`src/rtl/meter_pkg.sv`:
```
// Shared definitions for the parking-meter blocks: interval-timer state
// encoding, default timing constants and a counter-width helper.
package meter_pkg;

    typedef enum logic [1:0] {
        IDLE = 2'd0,
        RUN  = 2'd1,
        HOLD = 2'd2,
        DONE = 2'd3
    } state_t;

    localparam int DEF_PRESCALE     = 100000000;
    localparam int DEF_SEG_SECONDS  = 1800;
    localparam int DEF_WARN_SECONDS = 300;
    localparam int DEF_BLINK_DIV    = 50000000;

    // Bits needed to count 0..n-1, never less than one.
    function automatic int width_of(input int n);
        return (n <= 2) ? 1 : $clog2(n);
    endfunction

endpackage

```
`src/rtl/tick_prescaler.sv`:
```
// Free-running divider: one-cycle tick every DIV enabled cycles. The count
// freezes while disabled and restarts from zero on clear.
module tick_prescaler
    import meter_pkg::*;
#(
    parameter int DIV = 4
) (
    input  logic clk,
    input  logic rst_n,
    input  logic i_en,
    input  logic i_clr,
    output logic o_tick
);

    localparam int            CW   = width_of(DIV);
    localparam logic [CW-1:0] LAST = CW'(DIV - 1);

    logic [CW-1:0] r_cnt;
    logic          w_last;

    assign w_last = (r_cnt == LAST);
    assign o_tick = i_en && !i_clr && w_last;

    always_ff @(posedge clk or negedge rst_n) begin
        if (!rst_n) begin
            r_cnt <= '0;
        end else if (i_clr) begin
            r_cnt <= '0;
        end else if (i_en) begin
            r_cnt <= w_last ? '0 : r_cnt + CW'(1);
        end
    end

endmodule

```
`src/rtl/meter_interval_timer.sv`:
```
// Interval timer for the parking meter: a ct pulse loads one paid interval,
// which counts down in seconds and pulses t for one cycle on expiry.
module meter_interval_timer
    import meter_pkg::*;
#(
    parameter int PRESCALE     = DEF_PRESCALE,
    parameter int SEG_SECONDS  = DEF_SEG_SECONDS,
    parameter int WARN_SECONDS = DEF_WARN_SECONDS,
    parameter int BLINK_DIV    = DEF_BLINK_DIV,
    parameter int REM_W        = width_of(SEG_SECONDS + 1)
) (
    input  logic             clk,
    input  logic             rst_n,
    input  logic             ct,
    input  logic             hold,
    output logic             t,
    output logic             busy,
    output logic [REM_W-1:0] remaining,
    output logic             warn,
    output logic             blink,
    output logic             expired
);

    localparam logic [REM_W-1:0] SEG_LOAD = REM_W'(SEG_SECONDS);
    localparam logic [31:0]      WARN_LIM = 32'(WARN_SECONDS);

    state_t           r_state;
    logic [REM_W-1:0] r_rem;
    logic             r_expired;
    logic             r_blink;

    logic w_busy;
    logic w_warn;
    logic w_sec_en;
    logic w_tick;
    logic w_blink_tick;

    assign w_busy   = (r_state == RUN) || (r_state == HOLD);
    assign w_warn   = w_busy && (r_rem != '0) && (32'(r_rem) <= WARN_LIM);
    // HOLD with hold released counts like RUN, so the frozen phase resumes at once.
    assign w_sec_en = w_busy && !hold;

    tick_prescaler #(.DIV(PRESCALE)) u_sec_prescaler (
        .clk    (clk),
        .rst_n  (rst_n),
        .i_en   (w_sec_en),
        .i_clr  (ct),
        .o_tick (w_tick)
    );

    tick_prescaler #(.DIV(BLINK_DIV)) u_blink_div (
        .clk    (clk),
        .rst_n  (rst_n),
        .i_en   (w_warn),
        .i_clr  (!w_warn),
        .o_tick (w_blink_tick)
    );

    always_ff @(posedge clk or negedge rst_n) begin
        if (!rst_n) begin
            r_state   <= IDLE;
            r_rem     <= '0;
            r_expired <= 1'b0;
        end else if (ct) begin
            r_state   <= hold ? HOLD : RUN;
            r_rem     <= SEG_LOAD;
            r_expired <= 1'b0;
        end else begin
            case (r_state)
                IDLE: r_state <= IDLE;
                RUN, HOLD: begin
                    if (hold) begin
                        r_state <= HOLD;
                    end else begin
                        r_state <= RUN;
                        if (w_tick && r_rem != '0) begin
                            r_rem <= r_rem - REM_W'(1);
                            if (r_rem == REM_W'(1)) r_state <= DONE;
                        end
                    end
                end
                DONE: begin
                    r_state   <= IDLE;
                    r_expired <= 1'b1;
                end
                default: r_state <= IDLE;
            endcase
        end
    end

    always_ff @(posedge clk or negedge rst_n) begin
        if (!rst_n) begin
            r_blink <= 1'b0;
        end else if (!w_warn) begin
            r_blink <= 1'b0;
        end else if (w_blink_tick) begin
            r_blink <= !r_blink;
        end
    end

    assign t         = (r_state == DONE);
    assign busy      = w_busy;
    assign remaining = r_rem;
    assign warn      = w_warn;
    // Gated so the flasher drops in the same cycle warn does.
    assign blink     = r_blink && w_warn;
    assign expired   = r_expired;

endmodule

```
`config.mk`:
```
export PLATFORM = sky130hd
export DESIGN_NAME = meter_interval_timer
export DESIGN_NICKNAME = d
export VERILOG_FILES = /design/src/rtl/meter_pkg.sv /design/src/rtl/tick_prescaler.sv /design/src/rtl/meter_interval_timer.sv
export SDC_FILE = /design/constraint.sdc
export NUM_CORES = 1
export LEC_CHECK = 0
export ABC_AREA = 1
export BUFFER_PORTS_ARGS = -buffer_cell sky130_fd_sc_hd__buf_2
export CORE_ASPECT_RATIO = 1.25
export CORE_MARGIN = 2
export CORE_UTILIZATION = 65
export DETAILED_ROUTE_END_ITERATION = 6
export PLACE_DENSITY = 0.83
export REMOVE_ABC_BUFFERS = 1
export SETUP_SLACK_MARGIN = 0.1
export SLEW_MARGIN = 15
export SYNTH_ARGS = -nofsm -noshare
export SYNTH_HDL_FRONTEND = slang
export SYNTH_SLANG_ARGS = --single-unit
```
`constraint.sdc`:
```
create_clock -name clk -period 3.3 [get_ports clk]
set_input_delay 0.33 -clock clk [delete_from_list [all_inputs] [get_ports clk]]
set_output_delay 0.33 -clock clk [all_outputs]
set_load 0.01 [all_outputs]
```
Yosys cells after proc, flatten, opt, wreduce, memory -nomap -nowiden. Index checks and enable logic that the tools add are counted.

Magnitude comparators: 1. Multiplexer cells: 19. $add $sub $neg: 3. Equal/unequal tests: 8. Reductions and logical operators: 21.

Operators with widths (number): 27-bit two-way mux (3); 26-bit two-way mux (2); 11-bit two-way mux (4); 27-bit by 1-bit adder with 27-bit output (second input constant) (1); 27-bit equality test (second input constant) (1); 26-bit by 1-bit adder with 26-bit output (second input constant) (1); 26-bit equality test (second input constant) (1); 11-bit by 1-bit equality test with 1-bit output (second input constant) (1); 11-bit by 9-bit less-or-equal comparator with 1-bit output (second input constant) (1); 11-bit nonzero test (1); 11-bit by 1-bit subtractor with 11-bit output (second input constant) (1); 2-bit two-way mux (5); 1-bit logical AND (8); 2-bit nonzero test (4); 2-bit equality test (second input constant) (2); 1-bit two-way mux (4); 2-bit one-hot mux with 2 select lines (1); 2-bit OR reduction (2); 1-bit logical NOT (3); 3-bit AND reduction (1); 2-bit by 1-bit equality test with 1-bit output (second input constant) (1); 2-bit logical NOT (1); 2-bit by 1-bit != test with 1-bit output (second input constant) (1); 2-bit != test (second input constant) (1); 1-bit logical OR (1).

Bits of input ports: 4. Register bits after elaboration: 68. Output and inout port bits: 16.

Logic depth before layout (Yosys ltp). Gate-level depths: netlist (run 1).

Depth in word-level cells: 10. Mapped depth: 11. Mapped depth without buffers: 11.

Modules after synthesis. A second synthesis (run 1) with hierarchy kept.

Cells, all modules: 658. Area total of the unflattened synthesis: 4680.7 um2.

Modules (own cells, without submodules): tick_prescaler (u_sec_prescaler) (area an instance 1848.0 um2, cells each 277, times used 1); tick_prescaler (u_blink_div) (area an instance 1789.2 um2, cells each 231, times used 1); meter_interval_timer (area an instance 1043.5 um2, cells each 150, times used 1).

Worst setup path before layout (run 1). No wires, ideal clock.

Path type: reg-to-output. Start: register r_rem[0], in the netlist remaining[0]. End: output blink. Arrival: 1.501 ns. Cell stages (with the launch flop): 12. Path slack: 1.469 ns. Buffers on the path: 1. Cells stage by stage: dfrtp_1 > inv_1 > ha_1 > nor2_1 > nand3_1 > nand2_1 > nand2_1 > nand2_1 > nand2_1 > nand2_2 > buf_4 > nor2_1.

Longest elaborated chain between the ends: 4.

RTL lines: from (decl) (line meter_interval_timer.sv:28) `logic [REM_W-1:0] r_rem;`; from (signal assigned) (line meter_interval_timer.sv:77) `r_rem <= r_rem - REM_W'(1);`; parallel branches: the longest is 2 deep, another holds 11-bit by 9-bit less-or-equal comparator with 1-bit output; 1-bit logical AND (*) (line meter_interval_timer.sv:39) `assign w_warn = w_busy && (r_rem != '0) && (32'(r_rem) <= WARN_LIM);`; 1-bit logical AND (*) (line meter_interval_timer.sv:106) `assign blink = r_blink && w_warn;`; to (decl) (line meter_interval_timer.sv:20) `output logic blink,`.

Every way passes the cells marked *.

Worst setup path in the final report (run 1).
Start: register r_rem[0], in the netlist remaining[0]. End: output warn.

Longest elaborated chain between the ends: 3.

RTL lines: parallel branches: the longest is 2 deep, another holds 11-bit by 9-bit less-or-equal comparator with 1-bit output; 1-bit logical AND (*) (line meter_interval_timer.sv:39); to (decl) (line meter_interval_timer.sv:19) `output logic warn,`.

Marks and branches as above.

==> results of run 1 <==
## state kept, by name, indices dropped and copies added (netlist names)
register	flops
u_sec_prescaler.r_cnt	27
r_blink	1
remaining	11
r_state	2
u_blink_div.r_cnt	26
expired	1
## cell type report
cell class / count / area, um2
clock inverters: 3 / 67.6
inverters: 75 / 284
flip-flops and latches: 68 / 1700
well taps: 90 / 113
fillers: 577 / 1910
clock buffers: 13 / 169
multi-input cells: 512 / 2570
repair buffers: 23 / 125
## layer usage
layer / GRT usage / vias up / wire (um)
met5: 0 / - / 0
met4: 0.118 / 0 / 245
met3: 0.0467 / 25 / 427
met2: 0.501 / 108 / 5430
met1: 0.386 / 2016 / 4760
li1: - / 2139 / -
## path summary, 6_finish.rpt
| kind | startpoint | endpoint | cells past startpoint |
|---|---|---|---|
| max | remaining[0] | warn | 11 |
| max in group asynchronous | rst_n | remaining[4] | 2 |
| min | rst_n | u_sec_prescaler.r_cnt[19] | 1 |
| min reg2reg | expired | expired | 2 |
| max reg2reg | u_blink_div.r_cnt[0] | u_blink_div.r_cnt[22] | 8 |
| min in group clk | hold | r_state[0] | 2 |
## through the flow
| stage | hold slack [ns] | setup slack [ns] | std cells | power [mW] | cell area [um2] |
|---|---|---|---|---|---|
| final | 0.0453 | 0.949 | 784 | 1.91 | 5030 |
| after global routing | 0.0878 | 0.733 | 784 | 1.98 | 5030 |
| after CTS | 0.0628 | 0.932 | 784 | 1.92 | 5030 |
| after detailed placement | 0.434 | 1.34 | 768 | 1.11 | 4790 |
| after global placement | 0.426 | 1.41 | 768 | 1.11 | 4790 |
| after floorplan | 0.0344 | 1.14 | 655 | 1.03 | 4550 |
## worst register-to-register path, stage by stage (launching register included)
cell,delay [ns]
dfrtp_1,0.46
ha_1,0.25
nand2_1,0.10
nor2_2,0.21
nand2_1,0.09
nor2_1,0.10
nand2_1,0.10
nand3_2,0.27
nor2_1,0.09
## cells in the final DEF (no fill, tap or decap), drive strengths merged
cell type,instances
nand4,16
o21ai,11
inv,74
xnor2,4
o22ai,6
ha,6
clkinvlp,1
bufinv,2
nand3b,3
clkinv,1
or2,3
nand2,223
a21oi,9
buf,23
nor2,127
and2,1
nand3,68
xor2,17
dfrtp,68
a21o,2
clkbuf,13
nor3,16
## cell families after synthesis
family          count (synthesis)  synth area share
simple gates                  457             0.461
buf+inv                        86            0.0805
flops                          68             0.366
compound gates                 28            0.0361
xor+xnor                       21            0.0396
fa+ha+maj                       6            0.0162
## power by group through the flow
stage | Combinational [mW] | Sequential [mW] | Clock, mW
floorplan | 0.133 | 0.899 | 0
global placement | 0.208 | 0.897 | 0
detailed placement | 0.213 | 0.899 | 0
CTS | 0.217 | 0.883 | 0.818
global route | 0.239 | 0.887 | 0.850
finish | 0.215 | 0.884 | 0.810
==> reports/qor.yml, run 1 <==
status:
  status: "finished, final reports clean"
synthesis:
  ys_seq_area_frac: 0.366
  syn_area_um2: 4640
  synth_ff_type: "dfrtp_1"
  yosys.area.top_type_share: 0.366
  yosysWarnings: 0
  yosysTopAreaCell: "dfrtp_1"
  async_reset_ff_frac: 1.00
  synthCells: 666
  ys_ff_latch: 68
  synth_most_common_cell: "nand2_1"
  synth_edf_count: 0
  synthTopCellsByArea: "dfrtp_1, nand2_1, nor2_1"
  synth_common_cells: "nand2_1, nor2_1, dfrtp_1"
  avgSynthCellArea_um2: 6.97
  synth.distinct_cells: 34
power_and_ir_drop:
  power_density_nw_per_um2: 379
  clockPowerShare: 0.424
  pwr-share-seq: 0.463
  ir_worst_vdd_mv: 0.426
  intPower_mw: 1.41
  p_leak_nw: 2.25
  power_frac_comb: 0.112
  power.switching_mw: 0.500
  swShare: 0.262
setup_path:
  cp_top_family: "simple AND/OR/NAND/NOR gates"
  crit_buf_inv: 3
  cp_max_fo: 15
  start_kind: "register"
  required_ns: 2.97
  crit_path_end_kind: "output port"
  max_stage_delay_ns: 0.41
  cp_slowest_cell: "dfrtp_1"
  path_cells: "inv_1, ha_1, nor2_1, nand3_1, nand2_1, nand2_1, nand2_1, nand2_1, nand2_2, inv_1, buf_2"
  arrival_ns: 2.02
  criticalPathCategory: "reg2out"
  path_common_cell: "nand2_1"
  reg2reg_slack_ns: 1.52
sta:
  slew_violations: 0
  fin_crit_ns: 2.35
  fin_crit_sh: 0.712
  setup_tns_ns: 0
  setup_violations: 0
  skew_ns: 0.00976
  worst_slew_pin_slew_ns: 0.723
  fmax_mhz: 425
  hold_viol: 0
  rsz0062_at_grt: "no"
  relSlewSlack: 0.518
cts:
  htree_levels: 3
  ctsHoldBuffers: 0
  clockRootBuffer: "clkbuf_8"
  tritoncts: "yes"
  post_cts_buffers: 0
  cts_max_path_buffers: 2
  numCtsBuffers: 9
  clkTransAtPathRegs_ns: 0.08
  cts.sinks: 68
  clk_latency_ns: 0.34
  post_cts_resized: 0
grt:
  grt_max_degree: 32
  antenna_found_initial: 0
  grt_overflow: 0
  track_usage: 0.299
  grt_pass1_wl_um: 18600
  grt_pass1_vias: 4168
route:
  viasPerCell: 5.47
  finalWirelength_um: 10900
  drc_errors: 0
  firstDrtPassIters: 4
  routedWlPerCell_um: 13.9
  postRouteAntennaNets: 0
  drtIter0Drc: 302
  vias: 4288
final_layout:
  fin_util: 0.725
  num_antenna_cells: 0
  drive_gt1_frac: 0.159
  final_nets: 699
  area_growth_pct: 8.27
die:
  num_rows: 34
  start_util: 0.670
  core_region_area_um2: 6930
  die_area_um2: 7840
  die_x_um: 79.6
  io_pins: 20
  die_y_um: 98.5
placed_design:
  dp_hpwl_um: 8010
  gp_congestion: 0.978
  io_buffers: 19
job:
  maxCapViolCount: 0
min_path:
  hold_class: "in2async"
Power figures use the tool's default switching activity.
==> run 2, diff against run 1 <==
- CORE_UTILIZATION: 65 -> 62
- PLACE_DENSITY: 0.83 -> 0.8
- clock period: 3.3 -> 2.2 ns (I/O delays scaled with it)
==> run 2 against run 1 <==
Final area is 0.72% higher. Sequential cell count stayed put. Wire length decreased by 0.19%. Hold slack better by 0.0038 ns. Combinational power rose by 57%. Via count rose by 1.5%. Die area rose by 4.6%. Clock skew grew 0.0071 ns. Register-to-register slack got worse by 1.1 ns. First-iteration DRC count increased by 7.9%. Highest routed layer unchanged.
==> reports/qor.yml, run 2 (synthesis gave the netlist of run 1 again) <==
grt:
  track_usage: 0.287
  antenna_found_initial: 0
  grt_overflow: 0
  grt_pass1_vias: 4112
  grt_max_degree: 69
  grt_pass1_wl_um: 18300
placed_design:
  place_ws_ns: 0.414
  io_buffers: 19
  gp_congestion: 0.955
  dp_cells: 770
  dp_hpwl_um: 7900
  placed_area_um2: 4810
power_and_ir_drop:
  power.total_mw: 2.62
  p_leak_nw: 2.27
  power_density_nw_per_um2: 517
  ir_worst_vdd_mv: 0.396
final_layout:
  final_cell_mix: "nand2_1, nor2_1, dfrtp_1, inv_1, nand3_1"
  fin_util: 0.693
  layout_commonest_cell: "nand2_1"
  fin_cells: 790
  final_nets: 705
  area_growth_pct: 9.05
  drive_gt1_frac: 0.173
  num_antenna_cells: 0
  final_area_um2: 5060
  largest_register: "u_sec_prescaler.r_cnt"
  largest_register_ffs: 27
min_path:
  hold_start: "hold"
  hold_end: "r_state[0]"
  hold_class: "in2reg"
  min_delay_path_depth: 2
sta:
  setup_tns_ns: 0
  hold_viol: 0
  relSlewSlack: 0.740
  slew_violations: 0
  holdWs_ns: 0.0491
  fin_crit_ns: 1.97
  worst_slew_pin_slew_ns: 0.389
  fmax_mhz: 506
  skew_ns: 0.0169
  fin_crit_sh: 0.897
  rsz0062_at_grt: "no"
  setup_violations: 0
  finalWorstSetupSlack_ns: 0.226
cts:
  cts.sinks: 68
  numCtsBuffers: 9
  clockRootBuffer: "clkbuf_8"
  htree_levels: 3
  clkTransAtPathRegs_ns: 0.07
  cts_max_path_buffers: 2
  tritoncts: "yes"
  clk_latency_ns: 0.35
route:
  firstDrtPassIters: 5
  postRouteAntennaNets: 0
  vias: 4353
  routedWlPerCell_um: 13.7
  drc_errors: 0
  viasPerCell: 5.51
  drtIter0Drc: 326
  finalWirelength_um: 10800
die:
  io_pins: 20
  core_region_area_um2: 7310
  num_rows: 35
  start_util: 0.635
  die_y_um: 101
  die_x_um: 81.4
  die_area_um2: 8200
job:
  maxCapViolCount: 0
setup_path:
  cp_slowest_cell: "dfrtp_1"
  arrival_ns: 1.75
  crit_buf_inv: 3
  max_stage_delay_ns: 0.41
  required_ns: 1.98
  worst_r2r_path_depth: 8
  crit_path_end_kind: "output port"
  cp_top_family: "simple AND/OR/NAND/NOR gates"
  reg2reg_slack_ns: 0.42
  cp_max_fo: 7
  rr_endpoint: "u_blink_div.r_cnt[22]"
  start_kind: "register"
  reg2reg_from: "u_blink_div.r_cnt[0]"
  path_cells: "inv_2, ha_4, nor2_4, nand3_2, nand2_2, nand2_1, nand2_1, nand2_2, nand2_4, inv_1, buf_2"
  criticalPathCategory: "reg2out"
status:
  status: "finished, final reports clean"
run 2: worst max path at each step:
stage	startpoint	end	slack, ns	cells after the start
4_1_cts	remaining[0]	warn	0.12	11
6_report	remaining[0]	warn	0.23	11
2_1_floorplan	r_state[0]	u_sec_prescaler.r_cnt[25]	0.04	5
3_3_place_gp	remaining[0]	warn	0.49	11
5_1_grt	remaining[0]	warn	0.09	11
3_5_place_dp	remaining[0]	u_blink_div.r_cnt[8]	0.41	11
run 2: report_power, final:
| group | internal [mW] | switching (mW) | leakage [nW] | total, mW |
|---|---|---|---|---|
| sequential | 1.28 | 0.0468 | 0.933 | 1.33 |
| combinational | 0.112 | 0.225 | 1.24 | 0.337 |
| clock | 0.486 | 0.468 | 0.0941 | 0.954 |
run 2: worst register-to-register path, stage by stage (launching register included):
cell     delay [ns]
dfrtp_1        0.44
ha_1           0.24
nand2_1        0.10
nor2_2         0.21
nand2_1        0.08
nor2_1         0.10
nand2_1        0.11
nand3_2        0.27
nor2_1         0.09
run 2: timing repair:
| action | CTS | global route |
|---|---|---|
| resized for setup | 2 | 8 |
| buffers inserted | 0 | 5 |
| pin swaps | 0 | 3 |
| hold buffers | 1 | 0 |
| hold endpoints to repair | 68 | 0 |
| setup endpoints to repair | 2 | 2 |
run 2: per-layer routing:
layer | global-route usage | share of wire
met1 | 0.359 | 0.43
met2 | 0.481 | 0.48
met3 | 0.0394 | 0.049
met4 | 0.140 | 0.037
met5 | 0 | 0
run 2: layout make-up:
cell class	count	area, um2
fill	609	2250
sequential	68	1700
inverter	75	284
clock inverter	2	10.0
tap	92	115
timing repair buffer	29	185
multi-input combinational	512	2600
clock buffer	12	165
